--- src/rtl/lif_pkg.sv ---
// Shared constants and FSM encoding for the LIF neuron scheduler.
package lif_pkg;

  localparam int DEF_N_STAGE   = 3;
  localparam int DEF_N_NEURONS = 4;
  localparam int DEF_MEM_W     = 8;
  localparam int LEAK_W        = 3;

  typedef enum logic [1:0] {
    IDLE = 2'd0,
    RUN  = 2'd1,
    DONE = 2'd2
  } state_t;

endpackage

--- src/rtl/lif_neuron_scheduler_adder_tree.sv ---
// Combinational population-count adder tree: 2**(N_STAGE+1) one-bit inputs
// reduced pairwise over N_STAGE+1 levels into an (N_STAGE+2)-bit sum.
module adder_tree #(
  parameter int N_STAGE = 3
) (
  input  logic [2**(N_STAGE+1)-1:0] in_bits,
  output logic [N_STAGE+1:0]        sum
);

  localparam int N_IN = 2**(N_STAGE+1);
  localparam int W    = N_STAGE + 2;

  logic [W-1:0] acc [N_IN];

  // NOTE: every variable written in always_comb is assigned on every path
  // before use, so no latch can be inferred.
  always_comb begin
    for (int i = 0; i < N_IN; i++) begin
      acc[i] = W'(in_bits[i]);
    end
    // In-place pairwise reduction; each level only reads slots not yet rewritten.
    for (int l = 0; l <= N_STAGE; l++) begin
      for (int i = 0; i < (N_IN >> (l + 1)); i++) begin
        acc[i] = acc[2*i] + acc[2*i+1];
      end
    end
    sum = acc[0];
  end

endmodule

--- src/rtl/lif_neuron_scheduler.sv ---
// Leaky integrate-and-fire neurons time-multiplexed onto one shared adder tree.
// Optional macro LIF_REFRACTORY_EN adds a one-evaluation refractory period after firing.
module lif_neuron_scheduler
  import lif_pkg::*;
#(
  parameter int N_STAGE   = DEF_N_STAGE,
  parameter int N_NEURONS = DEF_N_NEURONS,
  parameter int MEM_W     = DEF_MEM_W
) (
  input  logic                          clk,
  input  logic                          reset,
  input  logic                          start,
  input  logic [2**(N_STAGE+1)-1:0]     spikes_in,
  input  logic                          w_we,
  input  logic [$clog2(N_NEURONS)-1:0]  w_addr,
  input  logic [2**(N_STAGE+1)-1:0]     w_data,
  input  logic [MEM_W-1:0]              threshold,
  input  logic [LEAK_W-1:0]             leak_shift,
  output logic                          busy,
  output logic                          done,
  output logic [N_NEURONS-1:0]          spikes_out,
  output logic [N_NEURONS*MEM_W-1:0]    u_out
);

  localparam int N_IN  = 2**(N_STAGE+1);
  localparam int Y_W   = N_STAGE + 2;
  localparam int SUM_W = MEM_W + 1;
  localparam int IDX_W = $clog2(N_NEURONS);

  typedef logic [IDX_W-1:0] idx_t;
  localparam idx_t LAST_IDX = idx_t'(N_NEURONS - 1);

  state_t              state_q, state_d;
  idx_t                idx_q;
  logic [N_IN-1:0]     spk_lat;
  logic [MEM_W-1:0]    thr_lat;
  logic [LEAK_W-1:0]   leak_lat;
  logic [N_IN-1:0]     w_mem [N_NEURONS];
  logic [MEM_W-1:0]    u_mem [N_NEURONS];
  logic [N_NEURONS-1:0] fire_acc;
`ifdef LIF_REFRACTORY_EN
  logic [N_NEURONS-1:0] refr_q;
`endif

  logic [N_IN-1:0]      tree_in;
  logic [Y_W-1:0]       y;
  logic [Y_W-1:0]       y_eff;
  logic [MEM_W-1:0]     u_cur;
  logic [SUM_W-1:0]     u_sum;
  logic [MEM_W-1:0]     u_next;
  logic                 refr_cur;
  logic                 fire;
  logic                 last;
  logic [N_NEURONS-1:0] fire_vec;

  // ---------------- control FSM ----------------
  always_ff @(posedge clk) begin
    // NOTE: sequential state uses non-blocking assignments so every register
    // samples pre-edge values regardless of statement order.
    if (reset) state_q <= IDLE;
    else       state_q <= state_d;
  end

  assign last = (idx_q == LAST_IDX);

  always_comb begin
    state_d = state_q;
    busy    = 1'b0;
    done    = 1'b0;
    unique case (state_q)
      IDLE: if (start) state_d = RUN;
      RUN: begin
        busy = 1'b1;
        if (last) state_d = DONE;
      end
      DONE: begin
        busy    = 1'b1;
        done    = 1'b1;
        state_d = IDLE;
      end
      default: state_d = IDLE;
    endcase
  end

  // ---------------- shared datapath ----------------
  adder_tree #(.N_STAGE(N_STAGE)) u_tree (
    .in_bits (tree_in),
    .sum     (y)
  );

  always_comb begin
    tree_in = spk_lat & w_mem[idx_q];
    u_cur   = u_mem[idx_q];
`ifdef LIF_REFRACTORY_EN
    refr_cur = refr_q[idx_q];
`else
    refr_cur = 1'b0;
`endif
    y_eff  = refr_cur ? '0 : y;
    // Leak never exceeds u, so the difference stays non-negative; the extra
    // top bit only catches overflow from adding y.
    u_sum  = {1'b0, u_cur} - {1'b0, (u_cur >> leak_lat)} + SUM_W'(y_eff);
    u_next = u_sum[MEM_W] ? '1 : u_sum[MEM_W-1:0];
    fire   = !refr_cur && (u_next >= thr_lat);
    fire_vec        = fire_acc;
    fire_vec[idx_q] = fire;
  end

  always_ff @(posedge clk) begin
    if (reset) begin
      idx_q      <= '0;
      spk_lat    <= '0;
      thr_lat    <= '0;
      leak_lat   <= '0;
      spikes_out <= '0;
      fire_acc   <= '0;
      // NOTE: the weight and membrane arrays are small register files that
      // must read as zero after reset, so they are cleared here explicitly.
      for (int i = 0; i < N_NEURONS; i++) begin
        w_mem[i] <= '0;
        u_mem[i] <= '0;
      end
`ifdef LIF_REFRACTORY_EN
      refr_q <= '0;
`endif
    end else begin
      if (state_q == IDLE) begin
        if (w_we) w_mem[w_addr] <= w_data;
        if (start) begin
          spk_lat  <= spikes_in;
          thr_lat  <= threshold;
          leak_lat <= leak_shift;
          idx_q    <= '0;
        end
      end
      if (state_q == RUN) begin
        u_mem[idx_q] <= fire ? '0 : u_next;
        fire_acc     <= fire_vec;
`ifdef LIF_REFRACTORY_EN
        refr_q[idx_q] <= fire;
`endif
        idx_q <= last ? '0 : idx_q + 1'b1;
        // Spike outputs change only as the timestep completes.
        if (last) spikes_out <= fire_vec;
      end
    end
  end

  for (genvar g = 0; g < N_NEURONS; g++) begin : g_uout
    assign u_out[g*MEM_W +: MEM_W] = u_mem[g];
  end

endmodule

--- config.mk ---
export PLATFORM = sky130hd
export DESIGN_NAME = lif_neuron_scheduler
export DESIGN_NICKNAME = d
export VERILOG_FILES = /design/src/rtl/lif_pkg.sv /design/src/rtl/lif_neuron_scheduler_adder_tree.sv /design/src/rtl/lif_neuron_scheduler.sv
export SDC_FILE = /design/constraint.sdc
export NUM_CORES = 1
export LEC_CHECK = 0
export BUFFER_PORTS_ARGS = -buffer_cell sky130_fd_sc_hd__buf_2
export CORE_AREA = 2 2 91 159
export CTS_BUF_LIST = sky130_fd_sc_hd__clkbuf_8
export DETAILED_ROUTE_END_ITERATION = 16
export DIE_AREA = 0 0 93 161
export PLACE_DENSITY = 0.75
export SLEW_MARGIN = 5
export SYNTH_ARGS = -nofsm -noshare
export SYNTH_HDL_FRONTEND = slang
export SYNTH_SLANG_ARGS = --single-unit
--- constraint.sdc ---
create_clock -name clk -period 8.2 [get_ports clk]
set_clock_uncertainty 0.15 [all_clocks]
set_input_delay 0.82 -clock clk [delete_from_list [all_inputs] [get_ports clk]]
set_output_delay 0.82 -clock clk [all_outputs]
set_load 0.01 [all_outputs]
==> Yosys cells after proc, flatten, opt, wreduce, memory -nomap -nowiden <==
Memory sizes are Yosys's and may differ from the RTL's. A register that Yosys moved wholly into a read port is not among the register bits.
Cells that the tools add are included.
{ "word_totals": {"reg_bits": 39, "mem_bits_rw": 96, "input_bits": 49, "output_inout_bits": 38, "wordCells": 81, "n_memories": 2} }
{ "memory_table": {"columns": ["name", "words", "word_bits", "rd", "rd_ports_with_merged_regs", "write_ports", "line", "rtl"], "rows": [
  ["w_mem", 4, 16, 1, 1, 4, "lif_neuron_scheduler.sv:38", "logic [N_IN-1:0] w_mem [N_NEURONS];"],
  ["u_mem", 4, 8, 5, 1, 4, "lif_neuron_scheduler.sv:39", "logic [MEM_W-1:0] u_mem [N_NEURONS];"]
]} }
{ "op_classes": {"n_addsub": 18, "magnitude_cmp": 3, "eq_ne": 5, "shift": 1, "mux": 33, "bitwise_logic": 1, "reduce_logical": 11} }
{ "ops": {"columns": ["op", "count"], "rows": [
  ["$add 5x5->5", 7],
  ["$mux 2", 12],
  ["$mux 8", 3],
  ["$add 1x1->2", 8],
  ["$and 16x16->16", 1],
  ["$mux 16", 1],
  ["$reduce_or 16->1", 1],
  ["$mux 1", 14],
  ["$add 9x5->9", 1],
  ["$sub 8x8->9", 1],
  ["$ge 8x8->1", 1],
  ["$reduce_and 2->1", 4],
  ["$reduce_or 8->1", 1],
  ["$shr 8x3->8", 1],
  ["$bwmux 4", 1],
  ["$eq 2x2->1 const B", 2],
  ["$ne 2x2->1 const B", 2],
  ["$pmux 2 s2", 1],
  ["$reduce_bool 2->1", 2],
  ["$lt 2x3->1 const B", 1],
  ["$add 2x1->2 const B", 1],
  ["$demux 1 s2", 1],
  ["$eq 2x1->1 const B", 1],
  ["$ge 2x1->1 const B", 1],
  ["3 further kinds", 3]
]} }

==> Logic depth before layout (Yosys ltp) <==
Gate-level depths: netlist of run 1.
{ "depth": {"word_depth": 10, "mapped_depth": 34, "ltp_nobuf": 28} }

==> Hierarchy <==
From an unflattened synthesis of run 1, not the netlist that was laid out.
{ "unflattened": {"cells_unflattened": 635, "area_unflattened_um2": 7272.0} }
{ "by_module_without_submodules": {"columns": ["module", "instances", "cells_each", "area_each_um2", "seq_area_each_um2"], "rows": [
  ["lif_neuron_scheduler", 1, 588, 6804.0, 3683.5],
  ["adder_tree", 1, 47, 467.9, 0.0]
]} }

==> Least setup slack after synthesis of run 1 <==
No wires, ideal clock.
{ "synth_timing": {"path_type": "reg-to-reg", "startpoint": "reg (tool-made name)", "endpoint": "mem u_mem[1][7] in the netlist's numbering (data pin)", "setup_ps": 146, "t_arrival_ps": 8347, "required_ps": 7904, "path_slack_ps": -444, "path_stages_with_launch": 35, "n_path_buf": 6, "synth_period_minus_slack_ps": 8644, "cell_sequence": "dfxtp_1 -> buf_6 -> buf_4 -> buf_2 -> mux4_2 -> and2_1 -> ha_1 -> inv_1 -> fa_1 -> inv_1 -> fa_1 -> fa_1 -> inv_1 -> fa_1 -> inv_1 -> ha_1 -> fa_1 -> xnor2_1 -> fa_1 -> inv_1 -> ha_1 -> nor2_1 -> a211oi_1 -> or4_4 -> nand3_1 -> buf_4 -> nand2_1 -> ha_1 -> and3_4 -> a221oi_2 -> o2111ai_2 -> buf_6 -> or3_1 -> buf_6 -> a21oi_1"} }
{ "synth_lines": {"columns": ["element", "line"], "rows": [
  ["end: declaration", "lif_neuron_scheduler.sv:39"]
]} }

==> impl_results.md, run 1 <==
* # rows at 57
* Worst min-delay path class: register to register
* Synth Area per Inst at 11.5 µm²
* Share of layout cells above drive strength 1 at 34.1%
* DP Area at 8180 µm²
* First-pass GRT wire length at 28000 µm
* Final WL at 18100 µm
* Starting density of the core at 54.1%
* Setup TNS at 0 ps
* Diodes inserted at 0
* Least-Margin Pin Slew at 1230 ps
* Via density at 5.57
* Seq/Total Area, Yosys at 49.7%
* Mapped cell area at 7400 µm²
* FMAX at 0.123 GHz
* Yosys warns at 0
* CTS Buf Count at 17
* Synthesized flop and latch total at 136
* TritonCTS clock tree: done
* Async SR Flop Fraction at 0%
* Most used DFF post-synth: edfxtp_1
* DPL Wire Length at 12600 µm
* Wire length per cell at 19.0 µm
* Final ANT Viol Nets at 0
* Final Critical Period at 8120 ps
* Number of DRC markers in iteration 0 at 254
* Delay of the slowest critical-path stage at 590 ps
* Inst Count DP at 903
* Arrival @ worst endpoint at 8270 ps
* Max IR drop VDD at 170 µV
* Clock tree buffer depth at 2
* Fin. max-slew vios at 0
* Met3 Use GR at 5.36%
* Crit path capture type: register
* Mapped Nets at 749
* Largest net degree at the start of global routing at 46
* Residual DRC count at 0
* H-tree depth at 4
* Max-cap violations at 0
* CTS Sinks at 136
* Area growth, synth to finish at 22.3%
* Die X at 93 µm
* Nets at 864
* Pwr Density at 261 nW/µm²
* Crit start category: register
* EDFF count, synth at 96
* Hold Fails Final Rpt at 0
* Relative slew margins at 17.2%
* Clock root buffer: clkbuf_8
* Finished Cell Area at 9050 µm²
* Finished Core Util at 66.1%
* Post-CTS Hold Fix Bufs at 0
* Crit-path max FO at 8
* Pre-antenna DRT Iters at 4
* Slowest CP cell: fa_2
* Cells after Synth at 644
* Status: completed
* Die area at 15000 µm²
* Final setup violation count at 0
* Final std cells w/o fill at 949
* Global-route track usage on met1 at 24.3%
* Top-Level Pins at 87
* CP required at 8350 ps
* # port buffers at 86
* Fin Hold WS at 304 ps
* Core Region at 13700 µm²
* Leakage power at 0.00367 µW
* Vias at 5283
* Number of global-route vias before repair at 5703
* Clk_lat worst skew at 450 ps
* Final period util at 99.0%
* Yosys cell types at 49
* Met2 GRT Util at 47.8%
* Gr busiest metal: met2
* Total grt overflow at 0
* Unrepaired setup endpoints after global routing: yes
* Antenna violations before repair at 0
* Worst setup path category: register to register
* Routability cong. at 0.881
* Die height at 161 µm
* GR Util All Layers at 24.8%
* Reg clk slew, reported paths at 80 ps
-- what timing repair did --
item                                    CTS  global route
setup buffers                             8             7
endpoints found under the setup margin   24            39
cloned                                    0             0
pin swaps                                28            28
resized for setup                        46            31
-- layout by cell type, fill, tap and decap left out, drive strengths merged, types with 2 or more instances in the layout --
cell / count
a211oi: 7
a21o: 7
a21oi: 64
a221oi: 2
a311oi: 3
a31oi: 5
and2: 82
buf: 126
bufinv: 5
clkbuf: 17
clkinv: 4
dfxtp: 40
edfxtp: 96
fa: 16
ha: 40
inv: 60
mux2i: 3
mux4: 25
nand2: 74
nand2b: 8
nand3: 4
nor2: 29
nor3: 3
o2111ai: 2
o21a: 4
o21ai: 18
o22ai: 2
o31ai: 3
or2: 2
or3: 4
xnor2: 4
-- per-layer routing --
layer | share of wire [%] | vias to the layer above
met4 | 3.8 | 0
met1 | 34 | 2578
met5 | 0 | -
li1 | - | 2487
met3 | 4.3 | 44
met2 | 58 | 174
-- cell families (layout without fill, tap and decap cells) --
group	count (synthesis)	in the layout	synth area share, %
multiplexers	29	29	8.16
AND/OR/NAND/NOR	212	212	14.6
buffers and inverters	85	213	4.92
adder cells (fa/ha/maj)	56	56	11.1
AO/OA/AOI/OAI	121	121	10.9
XOR/XNOR	5	5	0.591
flip-flops	136	136	49.7
-- where the power goes --
group	switching [µW]	internal (µW)	total, µW
Sequential	21.4	780	802
Combinational	515	407	922
Clock	276	364	640
Total	813	1550	2360
-- sequential cells by signal, indices dropped and copies added, names as in the netlist, named ones only --
signal      cells
leak_lat        3
spk_lat        16
fire_acc        3
spikes_out      4
idx_q           2
state_q         2
u_mem          32
w_mem          64
thr_lat         8
-- synth_stat cells (4+ instances only) --
cell | number | area [µm²]
and2_1 | 82 | 513
inv_1 | 55 | 206
clkbuf_1 | 18 | 67.6
a21oi_1 | 64 | 320
nand3_1 | 4 | 20.0
mux4_2 | 25 | 563
edfxtp_1 | 96 | 2880
o21a_1 | 4 | 30.0
xnor2_1 | 4 | 35.0
nor2_1 | 29 | 109
fa_1 | 16 | 320
a211oi_1 | 7 | 52.6
nand2_1 | 74 | 278
or3_1 | 4 | 25.0
o21ai_0 | 16 | 80.1
buf_6 | 4 | 45.0
a31oi_4 | 4 | 85.1
dfxtp_1 | 40 | 801
ha_1 | 40 | 500
a21o_1 | 7 | 52.6
nand2b_1 | 7 | 43.8
-- worst max-delay path, delay by kind of cell (launching register included) --
kind / cells / cell delay [ps]
flip-flops: 1 / 360
multiplexers: 1 / 480
adder cells (fa/ha/maj): 10 / 3930
AND/OR/NAND/NOR: 5 / 1470
AO/OA/AOI/OAI: 5 / 1080
buffers and inverters: 8 / 500
-- metrics by stage --
stage	setup WS (ps)	power (µW)
floorplan	29.3	1320
finish	80.0	2360
global route	-129	2470
global placement	-50.2	1530
detailed placement	-224	1560
CTS	10.8	2260
-- final timing paths --
| check | start | endpoint | slack, ps | depth (start not counted) |
|---|---|---|---|---|
| hold reg to reg | spk_lat[8] | spk_lat[8] | 300 | 2 |
| setup reg to reg | register | u_mem[1][5] | 80 | 29 |
| setup / recovery | register | u_mem[1][5] | 80 | 29 |
| hold / removal | spk_lat[8] | spk_lat[8] | 300 | 2 |
-- layout make-up --
cell class	instances	area, µm²
clock buffer	17	234
clock inverter	15	225
fill	1043	4640
inverter	55	206
multi-input combinational	423	3700
sequential	136	3680
tap	177	221
timing repair buffer	126	778
No activity file was read; power rests on OpenSTA's default activity.
==> run 2, diff against run 1 <==
--- a/config.mk
+++ b/config.mk
@@ -8,7 +8,9 @@
 export BUFFER_PORTS_ARGS = -buffer_cell sky130_fd_sc_hd__buf_2
-export CORE_AREA = 2 2 91 159
+export CELL_PAD_IN_SITES_DETAIL_PLACEMENT = 1
+export CELL_PAD_IN_SITES_GLOBAL_PLACEMENT = 2
+export CORE_AREA = 2 2 136 238
 export CTS_BUF_LIST = sky130_fd_sc_hd__clkbuf_8
 export DETAILED_ROUTE_END_ITERATION = 16
-export DIE_AREA = 0 0 93 161
-export PLACE_DENSITY = 0.75
+export DIE_AREA = 0 0 138 240
+export PLACE_DENSITY = 0.52
 export SLEW_MARGIN = 5
--- a/constraint.sdc
+++ b/constraint.sdc
@@ -4,2 +4,2 @@
 set_output_delay 0.82 -clock clk [all_outputs]
-set_load 0.01 [all_outputs]
+set_load 0.02 [all_outputs]
==> run 2 against run 1 <==
Worst setup slack better by 240 ps. Fmax rose by 3.0%. Sequential power hardly changed. Register-to-register slack better by 240 ps. Design area increased by 1.9%. Flip-flop and latch count is the same. Total power down 2.5%. Core utilization fell by 37 points.
==> impl_results.md, run 2 (same netlist as run 1, synthesis figures left out) <==
* Final ANT Viol Nets at 0 (unchanged)
* Worst min-delay path class: register to register
* Max FFs per register at 64 (unchanged)
* Starting density of the core at 23.7% (-30 points)
* Vias at 5177 (-2.0%)
* Internal reg-to-reg setup slack at 320 ps (+240 ps)
* Unrepaired setup endpoints after global routing: no
* Fill cells at 3477 (+230%)
* Reg clk slew, reported paths at 80 ps (about the same)
* Max-cap violations at 0 (unchanged)
* Number of DRC markers in iteration 0 at 205 (-19%)
* Relative slew margins at 23.2% (+6.0 points)
* Final setup violation count at 0 (unchanged)
* Share of layout cells above drive strength 1 at 32.6% (-1.5 points)
* DPL Wire Length at 16700 µm (+32%)
* Storage element area at 3690 µm² (about the same)
* Top-Level Pins at 87 (unchanged)
* Pwr Density at 250 nW/µm² (-4.3%)
* Commonest cells after routing, fill and taps aside: edfxtp_1 (96), buf_2 (86), and2_1 (75)
* R2R cell count at 29 (unchanged)
* Final Critical Period at 7880 ps (-236 ps)
* Final WL at 22000 µm (+22%)
* Area of the multi-input gates at 3680 µm² (-0.64%)
* Finished Core Util at 29.6% (-37 points)
* Nets at 862 (-0.23%)
* Biggest registers after layout: w_mem: 64 flops, u_mem: 32 flops, spk_lat: 16 flops
* Diodes inserted at 0 (unchanged)
* Leakage power at 0.00365 µW (-0.54%)
* Die X at 138 µm (+48%)
* Core Region at 31200 µm² (+130%)
* Total grt overflow at 0 (unchanged)
* Die height at 240 µm (+49%)
* Hold Path Origin: spk_lat[4]
* TritonCTS clock tree: done
* Routability cong. at 0.750 (-15%)
* CP required at 8380 ps (+30 ps)
* Fin. max-slew vios at 0 (unchanged)
* Antenna violations before repair at 0 (unchanged)
* Largest net degree at the start of global routing at 46 (unchanged)
* Critical R2R Capture: u_mem[0][5]
* Least-Margin Pin Slew at 1150 ps (-83.4 ps)
* Die area at 33100 µm² (+120%)
* Crit path capture type: register
* Final period util at 96.1% (-2.9 points)
* Area growth, synth to finish at 24.6%
* Hold path depth at 2 (unchanged)
* FMAX at 0.127 GHz (+3.0%)
* # port buffers at 86 (unchanged)
* Hold Fails Final Rpt at 0 (unchanged)
* Min-Delay Endpoint: spk_lat[4]
* Residual DRC count at 0 (unchanged)
* H-tree depth at 4 (unchanged)
* Number of global-route vias before repair at 5765 (+1.1%)
* Crit-path max FO at 8 (unchanged)
* CTS Buf Count at 17 (unchanged)
* Slowest CP cell: fa_2
* Via density at 4.44 (-20%)
* Arrival @ worst endpoint at 8060 ps (-210 ps)
* Worst setup path category: register to register
* GR Util All Layers at 13.7% (-11 points)
* Crit start category: register
* Status: completed
* Total power at 2310 µW (-2.5%)
* # rows at 86 (+51%)
* Wire length per cell at 18.8 µm (-1.1%)
* Pre-antenna DRT Iters at 4 (unchanged)
* Setup TNS at 0 ps (unchanged)
* CTS Sinks at 136 (unchanged)
* Clock tree buffer depth at 2 (unchanged)
* Delay of the slowest critical-path stage at 560 ps (-30 ps)
* Clock root buffer: clkbuf_8
* First-pass GRT wire length at 33800 µm (+20%)
* Clk_lat worst skew at 480 ps (+30 ps)
* Commonest non-fill, non-tap cell in the layout: edfxtp_1
* Most flops, register: w_mem
* Max IR drop VDD at 106 µV (-38%)
-- run 2: stage by stage --
stage / cell area, µm² / worst slack (ps) / hold WS [ps] / std cells
finish: 9230 / 316 / 308 / 1166
global route: 9230 / 27.0 / 330 / 1166
CTS: 9020 / 1.55 / 310 / 1163
detailed placement: 8520 / -243 / 299 / 1131
global placement: 8520 / -145 / 294 / 1131
floorplan: 7470 / 29.3 / 282 / 644
-- run 2: routing by layer --
layer	vias to the layer above	wire, µm	GRT usage (%)	part of all wire [%]
met5	-	0	0	0
met4	0	490	5.01	2.2
met3	28	557	2.67	2.5
met2	85	12900	28.0	59
met1	2583	7990	13.5	36
li1	2481	-	-	-
-- run 2: worst max path at each step --
stage	startpoint	slack (ps)	cells after the start	endpoint
5_1_grt	register	30	31	u_mem[0][1]
6_report	register	320	29	u_mem[0][5]
3_3_place_gp	register	-140	30	u_mem[1][1]
3_5_place_dp	register	-240	30	u_mem[1][1]
4_1_cts	register	2	30	u_mem[1][1]
2_1_floorplan	register	30	34	u_mem[1][7]
-- run 2: critical path, delay by kind of cell, from the launching register on --
kind / cells / cell delay [ps]
fa+ha+maj: 10 / 3890
simple gates: 5 / 1670
compound gates: 5 / 670
mux: 1 / 490
buf+inv: 8 / 460
flops: 1 / 380
-- run 2: final cells by class --
| cell class | instances | area share [%] |
|---|---|---|
| Tap cell | 396 | 5.37 |
| Sequential cell | 136 | 40.0 |
| Clock inverter | 14 | 1.70 |
| Timing Repair Buffer | 124 | 8.16 |
| Clock buffer | 18 | 2.69 |
| Multi-Input combinational cell | 423 | 39.9 |
| Inverter | 55 | 2.24 |
-- run 2: power by group --
group / leakage [µW] / total [µW] / switching, µW / internal (µW)
Sequential: 0.00133 / 803 / 22.9 / 780
Combinational: 0.00210 / 920 / 512 / 408
Clock: 0.000220 / 582 / 276 / 306
Total: 0.00365 / 2310 / 811 / 1490
-- run 2: what timing repair did --
action | in CTS | in global routing
resized for setup | 23 | 35
pin swaps | 6 | 31
hold buffers | 0 | 0
setup buffers | 0 | 4
setup endpoints to repair | 24 | 36
==> run 3, diff against run 2 <==
- CORE_AREA: 2 2 136 238 -> 2 2 171 190
- DIE_AREA: 0 0 138 240 -> 0 0 173 192
- MAX_ROUTING_LAYER: default -> met4
- PLACE_DENSITY: 0.52 -> default
- PLACE_DENSITY_LB_ADDON: default -> 0.1
==> run 3 against run 2 <==
Wire length rose by 2.1%. Critical path depth down 1. Largest power group unchanged. Sequential share of layout area shrank 0.58 points. Core utilization is 0.50 points higher. Clock-buffer cell count fell by 1. Register-to-register slack worse by 90 ps. Largest cell class unchanged. Critical path type unchanged. Fmax shrank 1.1%.
==> impl_results.md, run 3 (same netlist as run 1, synthesis figures left out) <==
* Die height at 192 µm (-20%)
* Crit start category: register
* Crit path capture type: register
* Inst Count DP at 1157 (+2.3%)
* Delay of the slowest critical-path stage at 550 ps (about the same)
* Final period util at 97.2% (+1.1 points)
* Wire length per cell at 18.6 µm (-1.0%)
* CP required at 8360 ps (-20 ps)
* Final ANT Viol Nets at 0 (unchanged)
* # port buffers at 86 (unchanged)
* Die area at 33200 µm² (+0.29%)
* Critical R2R Capture: u_mem[0][2]
* Core Region at 31100 µm² (-0.21%)
* CP dominant cell by count: fa_1
* Largest net degree at the start of global routing at 46 (unchanged)
* Clock share of power at 25.4% (+0.2 points)
* Seq pwr share at 33.9% (-0.9 points)
* CTS Buf Count at 17 (unchanged)
* Total grt overflow at 0 (unchanged)
* Int Power at 1510 µW (+1.3%)
* Clock tree buffer depth at 2 (unchanged)
* R2R cell count at 28 (-3.4%)
* Residual DRC count at 0 (unchanged)
* Vias at 5250 (+1.4%)
* Worst setup path category: register to register
* Pre-antenna DRT Iters at 4 (unchanged)
* Leakage power at 0.00370 µW (+1.5%)
* Finished Core Util at 30.1% (+0.50 points)
* CTS Sinks at 136 (unchanged)
* Worst min-delay path class: register to register
* Internal reg-to-reg setup slack at 230 ps (-90 ps)
* Relative slew margins at 24.1% (+0.92 points)
* DPL Wire Length at 16300 µm (-2.2%)
* H-tree depth at 4 (unchanged)
* Sw frac at 36.1% (+0.91 points)
* Number of global-route vias before repair at 6032 (+4.6%)
* Least-Margin Pin Slew at 1140 ps (-7.49 ps)
* Switching pwr at 855 µW (+5.4%)
* Fin. max-slew vios at 0 (unchanged)
* Max-cap violations at 0 (unchanged)
* Crit-path max FO at 8 (unchanged)
* Final setup violation count at 0 (unchanged)
* Diodes inserted at 0 (unchanged)
* Nets at 875 (+1.5%)
* # rows at 68 (-21%)
* Status: completed
* Hold path depth at 2 (unchanged)
* Biggest registers after layout: w_mem: 64 flops, u_mem: 32 flops, spk_lat: 16 flops
* FMAX at 0.125 GHz (-1.1%)
* Total power at 2370 µW (+2.7%)
* Final std cells w/o fill at 1203 (+3.2%)
* Hold Path Origin: spk_lat[15]
* Slowest CP cell: mux4_2
* Arrival @ worst endpoint at 8130 ps (+70 ps)
* Commonest non-fill, non-tap cell in the layout: edfxtp_1
* Max FFs per register at 64 (unchanged)
* Min-Delay Endpoint: spk_lat[15]
* Hold Fails Final Rpt at 0 (unchanged)
* First-pass GRT wire length at 34900 µm (+3.4%)
* Combinational power share at 40.7% (+0.8 points)
* Reg clk slew, reported paths at 90 ps (about the same)
* Routability cong. at 0.763 (+1.7%)
* Pwr Density at 253 nW/µm² (+1.2%)
* Clk_lat worst skew at 460 ps (-20 ps)
* GR Util All Layers at 14.3% (+0.60 points)
* Share of layout cells above drive strength 1 at 32.7% (+0.097 points)
* Area growth, synth to finish at 26.4%
* Via density at 4.36 (-1.7%)
* Commonest cells after routing, fill and taps aside: edfxtp_1 (96), buf_2 (86), and2_1 (80)
* Die X at 173 µm (+25%)
* Final Critical Period at 7970 ps (+87.2 ps)
* Starting density of the core at 23.8% (+0.050 points)
* TritonCTS clock tree: done
* Most flops, register: w_mem
* Antenna violations before repair at 0 (unchanged)
* Top-Level Pins at 87 (unchanged)
* Number of DRC markers in iteration 0 at 196 (-4.4%)
* Final WL at 22400 µm (+2.1%)
* Max IR drop VDD at 88.1 µV (-17%)
* Clock root buffer: clkbuf_8
-- run 3: cell types whose count changed in the layout (fill, tap and decap cells not counted), moves of 3 or more --
cell and delta:
clkinv_2 -4, and2_1 +5, ha_1 +3, buf_4 +12, ha_4 -3, inv_6 +4
and2_4 -5
-- run 3: cell type report --
type | instances | area [µm²]
clock buffer | 17 | 234
clock inverter | 15 | 173
tap | 420 | 526
multi-input combinational | 423 | 3680
fill | 3511 | 21800
sequential | 136 | 3690
timing repair buffer | 137 | 855
inverter | 55 | 206
-- run 3: critical path, delay by kind of cell, from the launching register on --
| kind | cells | cell delay, ps |
|---|---|---|
| flip-flops | 1 | 380 |
| AO/OA/AOI/OAI | 4 | 890 |
| AND/OR/NAND/NOR | 5 | 1400 |
| adder cells (fa/ha/maj) | 10 | 3780 |
| multiplexers | 1 | 550 |
| buffers and inverters | 8 | 650 |
-- run 3: power by group through the flow --
stage	logic [µW]	clock network (µW)	registers, µW
after global routing	1070	644	809
after global placement	802	0	818
after detailed placement	812	0	820
after CTS	872	623	805
after floorplan	502	0	823
final	964	601	804
-- run 3: per-stage QoR --
step / hold slack, ps / setup TNS, ps / instance area, µm² / worst slack [ps]
floorplan: 282 / 0 / 7470 / 29.3
global placement: 292 / -191 / 8590 / -54.6
detailed placement: 302 / -3660 / 8590 / -223
CTS: 314 / 0 / 9170 / 15.9
global route: 335 / -6.46 / 9360 / -5.12
finish: 309 / 0 / 9360 / 229
-- run 3: what timing repair did --
action	CTS	global route
setup buffers	8	6
pin swaps	16	26
hold buffers	0	0
resized for setup	25	28
endpoints found under the setup margin	24	36
-- run 3: worst max-delay path by stage --
stage,slack [ps],endpoint,start,cells after the start
after floorplan,30,u_mem[1][7],register,34
after global placement,-50,u_mem[1][5],register,28
after detailed placement,-220,u_mem[1][5],register,27
after CTS,20,u_mem[1][5],register,28
after global routing,-5,u_mem[0][5],register,28
final,230,u_mem[0][2],register,28
-- run 3: routing by layer --
metal / vias up / GRT usage (%) / wire length [µm]
li1: 2504 / - / -
met3: 17 / 2.53 / 475
met1: 2653 / 17.5 / 10300
met2: 76 / 24.3 / 11400
met5: - / - / 0
met4: 0 / 4.27 / 255
